### config.mk
export PLATFORM = sky130hd
export DESIGN_NAME = temp_monitor_spi_core_flat
export DESIGN_NICKNAME = d
export VERILOG_FILES = /design/src/rtl/temp_monitor_pkg.sv /design/src/rtl/temp_monitor_spi_core_if.sv /design/src/rtl/temp_monitor_spi_core_spi_rx8.sv /design/src/rtl/temp_monitor_spi_core.sv /design/src/flat_wrapper.sv
export SDC_FILE = /design/constraint.sdc
export NUM_CORES = 1
export LEC_CHECK = 0
export BUFFER_PORTS_ARGS = -buffer_cell sky130_fd_sc_hd__clkbuf_2
export CORE_UTILIZATION = 46
export DETAILED_ROUTE_END_ITERATION = 10
export HOLD_SLACK_MARGIN = 0.05
export PLACE_DENSITY_LB_ADDON = 0.12
export SLEW_MARGIN = 0
export SYNTH_ARGS = -nofsm -noshare
export SYNTH_HDL_FRONTEND = slang
export SYNTH_SLANG_ARGS = --single-unit
### constraint.sdc
create_clock -name clk -period 1.6 [get_ports clk]
set_input_delay 0.24 -clock clk [delete_from_list [all_inputs] [get_ports clk]]
set_output_delay 0.24 -clock clk [all_outputs]
set_load 0.1 [all_outputs]
### src/rtl/temp_monitor_pkg.sv
// temp_monitor_pkg: shared FSM state, uio bit map and output-enable constant.
// The alarm output is enabled by defining TEMP_MONITOR_ALARM_EN.
package temp_monitor_pkg;
  typedef enum logic [1:0] {IDLE, SETUP, SHIFT, DONE} state_e;
  localparam int UIO_CS = 0;
  localparam int UIO_SCK = 1;
  localparam int UIO_SIO = 2;
  localparam int UIO_ALARM = 3;
  localparam int UIO_VALID = 4;
`ifdef TEMP_MONITOR_ALARM_EN
  localparam logic [7:0] UIO_OE = 8'b0001_1011;
`else
  localparam logic [7:0] UIO_OE = 8'b0001_0011;
`endif
endpackage

### src/rtl/temp_monitor_spi_core_if.sv
// temp_monitor_spi_core_if: TinyTapeout-style pin bundle between the core and its environment.
interface temp_monitor_spi_core_if;
  logic [7:0] ui_in;
  logic [7:0] uo_out;
  logic [7:0] uio_in;
  logic [7:0] uio_out;
  logic [7:0] uio_oe;
  modport slave (input ui_in, uio_in, output uo_out, uio_out, uio_oe);
  modport master (output ui_in, uio_in, input uo_out, uio_out, uio_oe);
endinterface

### src/rtl/temp_monitor_spi_core_spi_rx8.sv
// spi_rx8: one 8-bit SPI read frame (CS/SCK generation, SCK divider, shift register, done pulse).
module spi_rx8 import temp_monitor_pkg::*; #(
  parameter int CLK_DIV = 2
) (
  input  logic       clk,
  input  logic       rst_n,
  input  logic       ena,
  input  logic       start,
  input  logic       sio,
  output logic       cs_n,
  output logic       sck,
  output logic       idle,
  output logic       done,
  output logic [7:0] data
);
  localparam int DW = CLK_DIV > 1 ? $clog2(CLK_DIV) : 1;
  state_e state_q, state_d;
  logic [DW-1:0] div_q, div_d;
  logic [3:0] edge_q, edge_d;
  logic cs_q, cs_d, sck_q, sck_d, tick, last;
  logic [7:0] sr_q, sr_d;
  always_ff @(posedge clk or negedge rst_n)
    if (!rst_n) begin
      state_q <= IDLE;
      div_q <= '0;
      edge_q <= '0;
      cs_q <= 1'b1;
      sck_q <= 1'b0;
      sr_q <= '0;
    end else begin
      state_q <= state_d;
      div_q <= div_d;
      edge_q <= edge_d;
      cs_q <= cs_d;
      sck_q <= sck_d;
      sr_q <= sr_d;
    end
  assign tick = div_q == DW'(CLK_DIV - 1);
  // 16th divider tick in SHIFT ends the trailing SCK-low phase after bit 8
  assign last = state_q == SHIFT && tick && edge_q == 4'd15;
  always_comb begin
    state_d = state_q;
    case (state_q)
      IDLE:  state_d = start ? SETUP : IDLE;
      SETUP: state_d = tick ? SHIFT : SETUP;
      SHIFT: state_d = last ? DONE : SHIFT;
      DONE:  state_d = IDLE;
      default: state_d = IDLE;
    endcase
    if (!ena) state_d = IDLE;
  end
  always_comb begin
    div_d = (ena && (state_q == SETUP || state_q == SHIFT) && !tick) ? div_q + DW'(1) : '0;
    edge_d = (ena && state_q == SHIFT) ? (tick ? edge_q + 4'd1 : edge_q) : '0;
    cs_d = !(state_d == SETUP || state_d == SHIFT);
    sck_d = !ena ? 1'b0 :
            (state_q == SETUP && tick) ? 1'b1 :
            (state_q == SHIFT && tick) ? (!last && !sck_q) :
            (state_q == SHIFT) ? sck_q : 1'b0;
    sr_d = !ena ? 8'h00 : (state_q == SHIFT && tick && sck_q) ? {sr_q[6:0], sio} : sr_q;
  end
  assign cs_n = cs_q;
  assign sck = sck_q;
  assign idle = state_q == IDLE;
  assign done = ena && last;
  assign data = sr_q;
endmodule

### src/rtl/temp_monitor_spi_core.sv
// temp_monitor_spi_core: periodic LM70 SPI reader publishing the 8 temperature MSBs on uo_out.
// Define TEMP_MONITOR_ALARM_EN to add the over-temperature alarm on uio_out[3].
module temp_monitor_spi_core import temp_monitor_pkg::*; #(
  parameter int CLK_DIV = 2,
  parameter int SAMPLE_GAP = 64
) (
  input logic clk,
  input logic rst_n,
  input logic ena,
  temp_monitor_spi_core_if.slave bus
);
  localparam int GW = $clog2(SAMPLE_GAP + 1);
  logic [GW-1:0] gap_q, gap_d;
  logic [7:0] uo_q, uo_d, data, uio;
  logic valid_q, valid_d, alarm, cs_n, sck, idle, done, start;
  spi_rx8 #(.CLK_DIV(CLK_DIV)) u_rx (
    .clk(clk), .rst_n(rst_n), .ena(ena), .start(start), .sio(bus.uio_in[UIO_SIO]),
    .cs_n(cs_n), .sck(sck), .idle(idle), .done(done), .data(data)
  );
  assign start = ena && idle && gap_q == GW'(SAMPLE_GAP - 1);
  always_ff @(posedge clk or negedge rst_n)
    if (!rst_n) begin
      gap_q <= '0;
      uo_q <= '0;
      valid_q <= 1'b0;
    end else begin
      gap_q <= gap_d;
      uo_q <= uo_d;
      valid_q <= valid_d;
    end
  always_comb begin
    gap_d = (ena && idle && !start) ? gap_q + GW'(1) : '0;
    uo_d = done ? data : uo_q;
    valid_d = valid_q || done;
  end
`ifdef TEMP_MONITOR_ALARM_EN
  logic alarm_q, alarm_d;
  always_ff @(posedge clk or negedge rst_n)
    if (!rst_n) alarm_q <= 1'b0;
    else alarm_q <= alarm_d;
  assign alarm_d = done ? $signed(data) > $signed(bus.ui_in) : alarm_q;
  assign alarm = alarm_q;
  logic unused_ok;
  assign unused_ok = ^{bus.uio_in[7:3], bus.uio_in[1:0]};
`else
  assign alarm = 1'b0;
  logic unused_ok;
  assign unused_ok = ^{bus.ui_in, bus.uio_in[7:3], bus.uio_in[1:0]};
`endif
  always_comb begin
    uio = '0;
    uio[UIO_CS] = cs_n;
    uio[UIO_SCK] = sck;
    uio[UIO_ALARM] = alarm;
    uio[UIO_VALID] = valid_q;
  end
  assign bus.uo_out = uo_q;
  assign bus.uio_out = uio;
  assign bus.uio_oe = UIO_OE;
endmodule

### src/flat_wrapper.sv
// flat-port wrapper written by rule: the top's interface ports become plain ports
module temp_monitor_spi_core_flat import temp_monitor_pkg::*;
#(
  parameter int CLK_DIV = 2,
  parameter int SAMPLE_GAP = 64
)
  (clk, rst_n, ena, bus_ui_in, bus_uio_in, bus_uo_out, bus_uio_out, bus_uio_oe);
  temp_monitor_spi_core_if bus_i ();
  input logic clk;
  input logic rst_n;
  input logic ena;
  input wire logic [$bits(bus_i.ui_in)-1:0] bus_ui_in;
  input wire logic [$bits(bus_i.uio_in)-1:0] bus_uio_in;
  output wire logic [$bits(bus_i.uo_out)-1:0] bus_uo_out;
  output wire logic [$bits(bus_i.uio_out)-1:0] bus_uio_out;
  output wire logic [$bits(bus_i.uio_oe)-1:0] bus_uio_oe;
  assign bus_i.ui_in = bus_ui_in;
  assign bus_i.uio_in = bus_uio_in;
  assign bus_uo_out = bus_i.uo_out;
  assign bus_uio_out = bus_i.uio_out;
  assign bus_uio_oe = bus_i.uio_oe;
  temp_monitor_spi_core #(.CLK_DIV(CLK_DIV), .SAMPLE_GAP(SAMPLE_GAP)) u_core (.clk(clk), .rst_n(rst_n), .ena(ena), .bus(bus_i));
endmodule
==> run_results.csv <==
group,metric,value,unit
final_layout,nNetsFinal,184,
floorplan,core,3150,µm²
floorplan,initial_utilization,50.4,%
clock_network,cts_tree,"built",
drt,ant_nets,0,
final_layout,areaGrowthSynthToFinish,13.5,%
yosys,avgSynthCellArea,11.8,µm²
yosys,netlist_area,1590,µm²
pwr,power.internal,1070,µW
placement,dp_hpwl,1680,µm
worst_setup_path,required,1.82,ns
yosys,yosysMostFrequentCell,"dfrtp_1",
timing,fin_worst_skew,0.00405,ns
pwr,combPwrFrac,12.5,%
drt,drt_iter0_drc,11,
pwr,swShare,28.6,%
yosys,synth-main-ff-cell,"dfrtp_1",
worst_setup_path,start_kind,"register",
worst_setup_path,path_delay_family,"flip-flops",
timing,fin_crit_sh,94.3,%
clock_network,cts-htree-levels,2,
final_layout,fin_area,1800,µm²
worst_setup_path,cp_slowest_cell,"dfrtp_1",
yosys,synthMuxAreaShare,11.3,%
final_layout,diodes,0,
timing,worstMarginPinSlew,0.542,ns
clock_network,cts.clk_slew.worst_paths,0.09,ns
run_status,outcome,"complete, no violations",
worst_setup_path,worst-path-buf-inv,2,
yosys,ys_seq_area_share,52.0,%
yosys,netlist_instances,135,
hold_path,hold_path_class,"input pin to register",
pwr,p_sw,428,µW
worst_setup_path,path_cells,"inv_2 -> ha_4 -> nand2_2 -> nor3_4 -> buf_12 -> mux2_2",
yosys,yosysTopAreaCellShare,50.4,%
global_route,grt_pass1_vias,934,
global_route,grt_usage,16.4,%
clock_network,cts.path.max_buffers,2,
yosys,synth_top_family_by_area,"simple AND/OR/NAND/NOR gates",
clock_network,cts-root-buf,"clkbuf_4",
drt,drcViolationCount,0,
worst_setup_path,crit_type,"register to register",
yosys,yosys.area_share.simple,13.9,%
final_layout,drive_gt1_share,30.2,%
pwr,clkPwrFrac,31.1,%
timing,worst_slack,0.0909,ns
pwr,pwr-share-seq,56.5,%
job,max_cap_viol_count,0,
global_route,grt_max_degree,19,
yosys,ys_top_cells_by_area,"dfrtp_1, buf_4, mux2i_1, mux2_2, ha_1",
global_route,grt_pass1_wl,4230,µm
placement,dp_worst_setup_slack,0.0193,ns
drt,dr.pass1.iters,4,
timing,rsz0062_at_grt,"no",
floorplan,num_rows,20,
worst_setup_path,worstPathArrival,1.73,ns
timing,fin_setup_tns,0,ns
yosys,ys_warn_count,0,
yosys,async_flop_share,100,%
yosys,synth_edf_count,0,
floorplan,design.die.area,3690,µm²
timing,drv_slew,0,
yosys,synth_area_leader_cell,"dfrtp_1",
clock_network,cts_buffers,5,
worst_setup_path,cp-end-kind,"register",
timing,finalHoldViolCount,0,
clock_network,clock_sinks,33,
floorplan,chipHeight,60.8,µm
timing,period_minus_slack,1.51,ns
timing,final-setup-viol-count,0,
worst_setup_path,r2r_setup_slack,0.09,ns
yosys,synth_compound_area_share,3.94,%
drt,vias,975,
pwr,pwr_density_cell,830,nW/µm²
placement,gp_congestion,0.754,
yosys,synth_fa_ha_area_share,4.72,%
global_route,overflow,0,
floorplan,ios,43,
global_route,antenna_found_initial,0,
timing,fmax,663,MHz
drt,wl,2420,µm
yosys,ys_seq_elements,33,
drt,viasPerCell,4.80,
worst_setup_path,max_stage_delay,0.42,ns
final_layout,fill_cells,294,
timing,maxSlewHeadroom,64.0,%
clock_network,clock_latency,0.33,ns
yosys,ys_types,32,
placement,postPlaceCellArea,1720,µm²
pwr,max-vdd-ir-drop,0.468,mV
worst_setup_path,crit_path_max_fanout,10,
floorplan,die_w,60.8,µm
pwr,total_power,1500,µW
placement,portBuffers,14,
yosys,synth-xor-area-share,4.41,%
pwr,leakage,0.000950,µW
yosys,synth_common_cells,"dfrtp_1, buf_4, nor2_1, mux2i_1, nor2b_1",
drt,wire_per_inst,11.9,µm
-- through the flow --
stage               instances  hold slack, ns  utilization (%)
finish                    203           0.177             57.2
floorplan                 146         -0.0556                -
CTS                       201           0.169             56.7
global placement          193           0.200             54.4
detailed placement        193           0.200             54.4
global route              203           0.188             57.2
-- cell usage in the layout, fill, tap and decap left out, drive strengths merged, types with 4 or more instances in the layout --
cell	count
dfrtp	32
clkbuf	20
conb	13
nor2	10
buf	10
nor2b	9
mux2i	9
mux2	8
nand3	7
nand2	6
ha	6
xor2	5
inv	4
-- final cells by class --
cell class	count	area (µm²)	share of cell area (%)
tap	44	55.1	3.05
inverter	4	15.0	0.832
clock buffer	7	55.1	3.05
sequential	33	827	45.8
timing repair buffer	24	175	9.71
multi-input combinational	91	677	37.5
-- timing repair --
| action | 4_1_cts | 5_1_grt |
|---|---|---|
| hold buffers | 1 | 0 |
| hold endpoints to repair | 14 | 0 |
| gates cloned | 0 | 0 |
| endpoints found under the setup margin | 1 | 9 |
| gates resized for setup | 1 | 0 |
| setup buffers | 0 | 2 |
| pin swaps | 0 | 2 |
-- cell families after synthesis --
family	after synthesis
flip-flops	33
AND/OR/NAND/NOR	39
buffers and inverters	22
AO/OA/AOI/OAI	8
multiplexers	17
adder cells (fa/ha/maj)	6
XOR/XNOR	8
other	2
-- worst reg2reg max path: stages, from the launching register on --
cell and delay, ns:
dfrtp_1 0.42, inv_2 0.10, ha_4 0.16, nand2_2 0.08
nor3_4 0.16, buf_12 0.16, mux2_2 0.33
-- registers in the layout, indices dropped and copies added (netlist names) --
| signal | cells |
|---|---|
| u_core.u_rx.cs_n | 1 |
| u_core.u_rx.edge_q | 4 |
| u_core.gap_q | 7 |
| u_core.u_rx.sck | 1 |
| u_core.bus.uo_out | 8 |
| u_core.u_rx.div_q | 1 |
| u_core.valid_q | 1 |
| u_core.u_rx.data | 8 |
| u_core.u_rx.state_q | 2 |
-- power groups by stage --
stage	clock [µW]	sequential [µW]	combinational, µW
6_report	465	845	187
3_3_place_gp	0	862	185
5_1_grt	541	847	199
2_1_floorplan	0	861	176
4_1_cts	490	845	189
3_5_place_dp	0	862	186
-- layer usage --
| layer | wire [µm] | part of all wire [%] | vias up | GRT usage, % |
|---|---|---|---|---|
| met5 | 0 | 0 | - | 0 |
| met2 | 1080 | 45 | 28 | 25.1 |
| met1 | 1150 | 48 | 466 | 20.3 |
| met3 | 116 | 4.8 | 8 | 4.48 |
| met4 | 70 | 2.9 | 0 | 10.7 |
| li1 | - | - | 473 | - |
-- path summary, 6_finish.rpt --
| path | start | to | depth (start not counted) |
|---|---|---|---|
| min | bus_uio_in[2] | u_core.u_rx.data[0] | 3 |
| min in group asynchronous | rst_n | u_core.u_rx.state_q[1] | 2 |
| max | u_core.u_rx.state_q[0] | u_core.bus.uo_out[2] | 6 |
| min reg2reg | u_core.valid_q | u_core.valid_q | 1 |
| max in group asynchronous | rst_n | u_core.gap_q[0] | 3 |
| max reg2reg | u_core.u_rx.state_q[0] | u_core.bus.uo_out[2] | 6 |
Note: power is estimated with default switching activity, not from simulation.
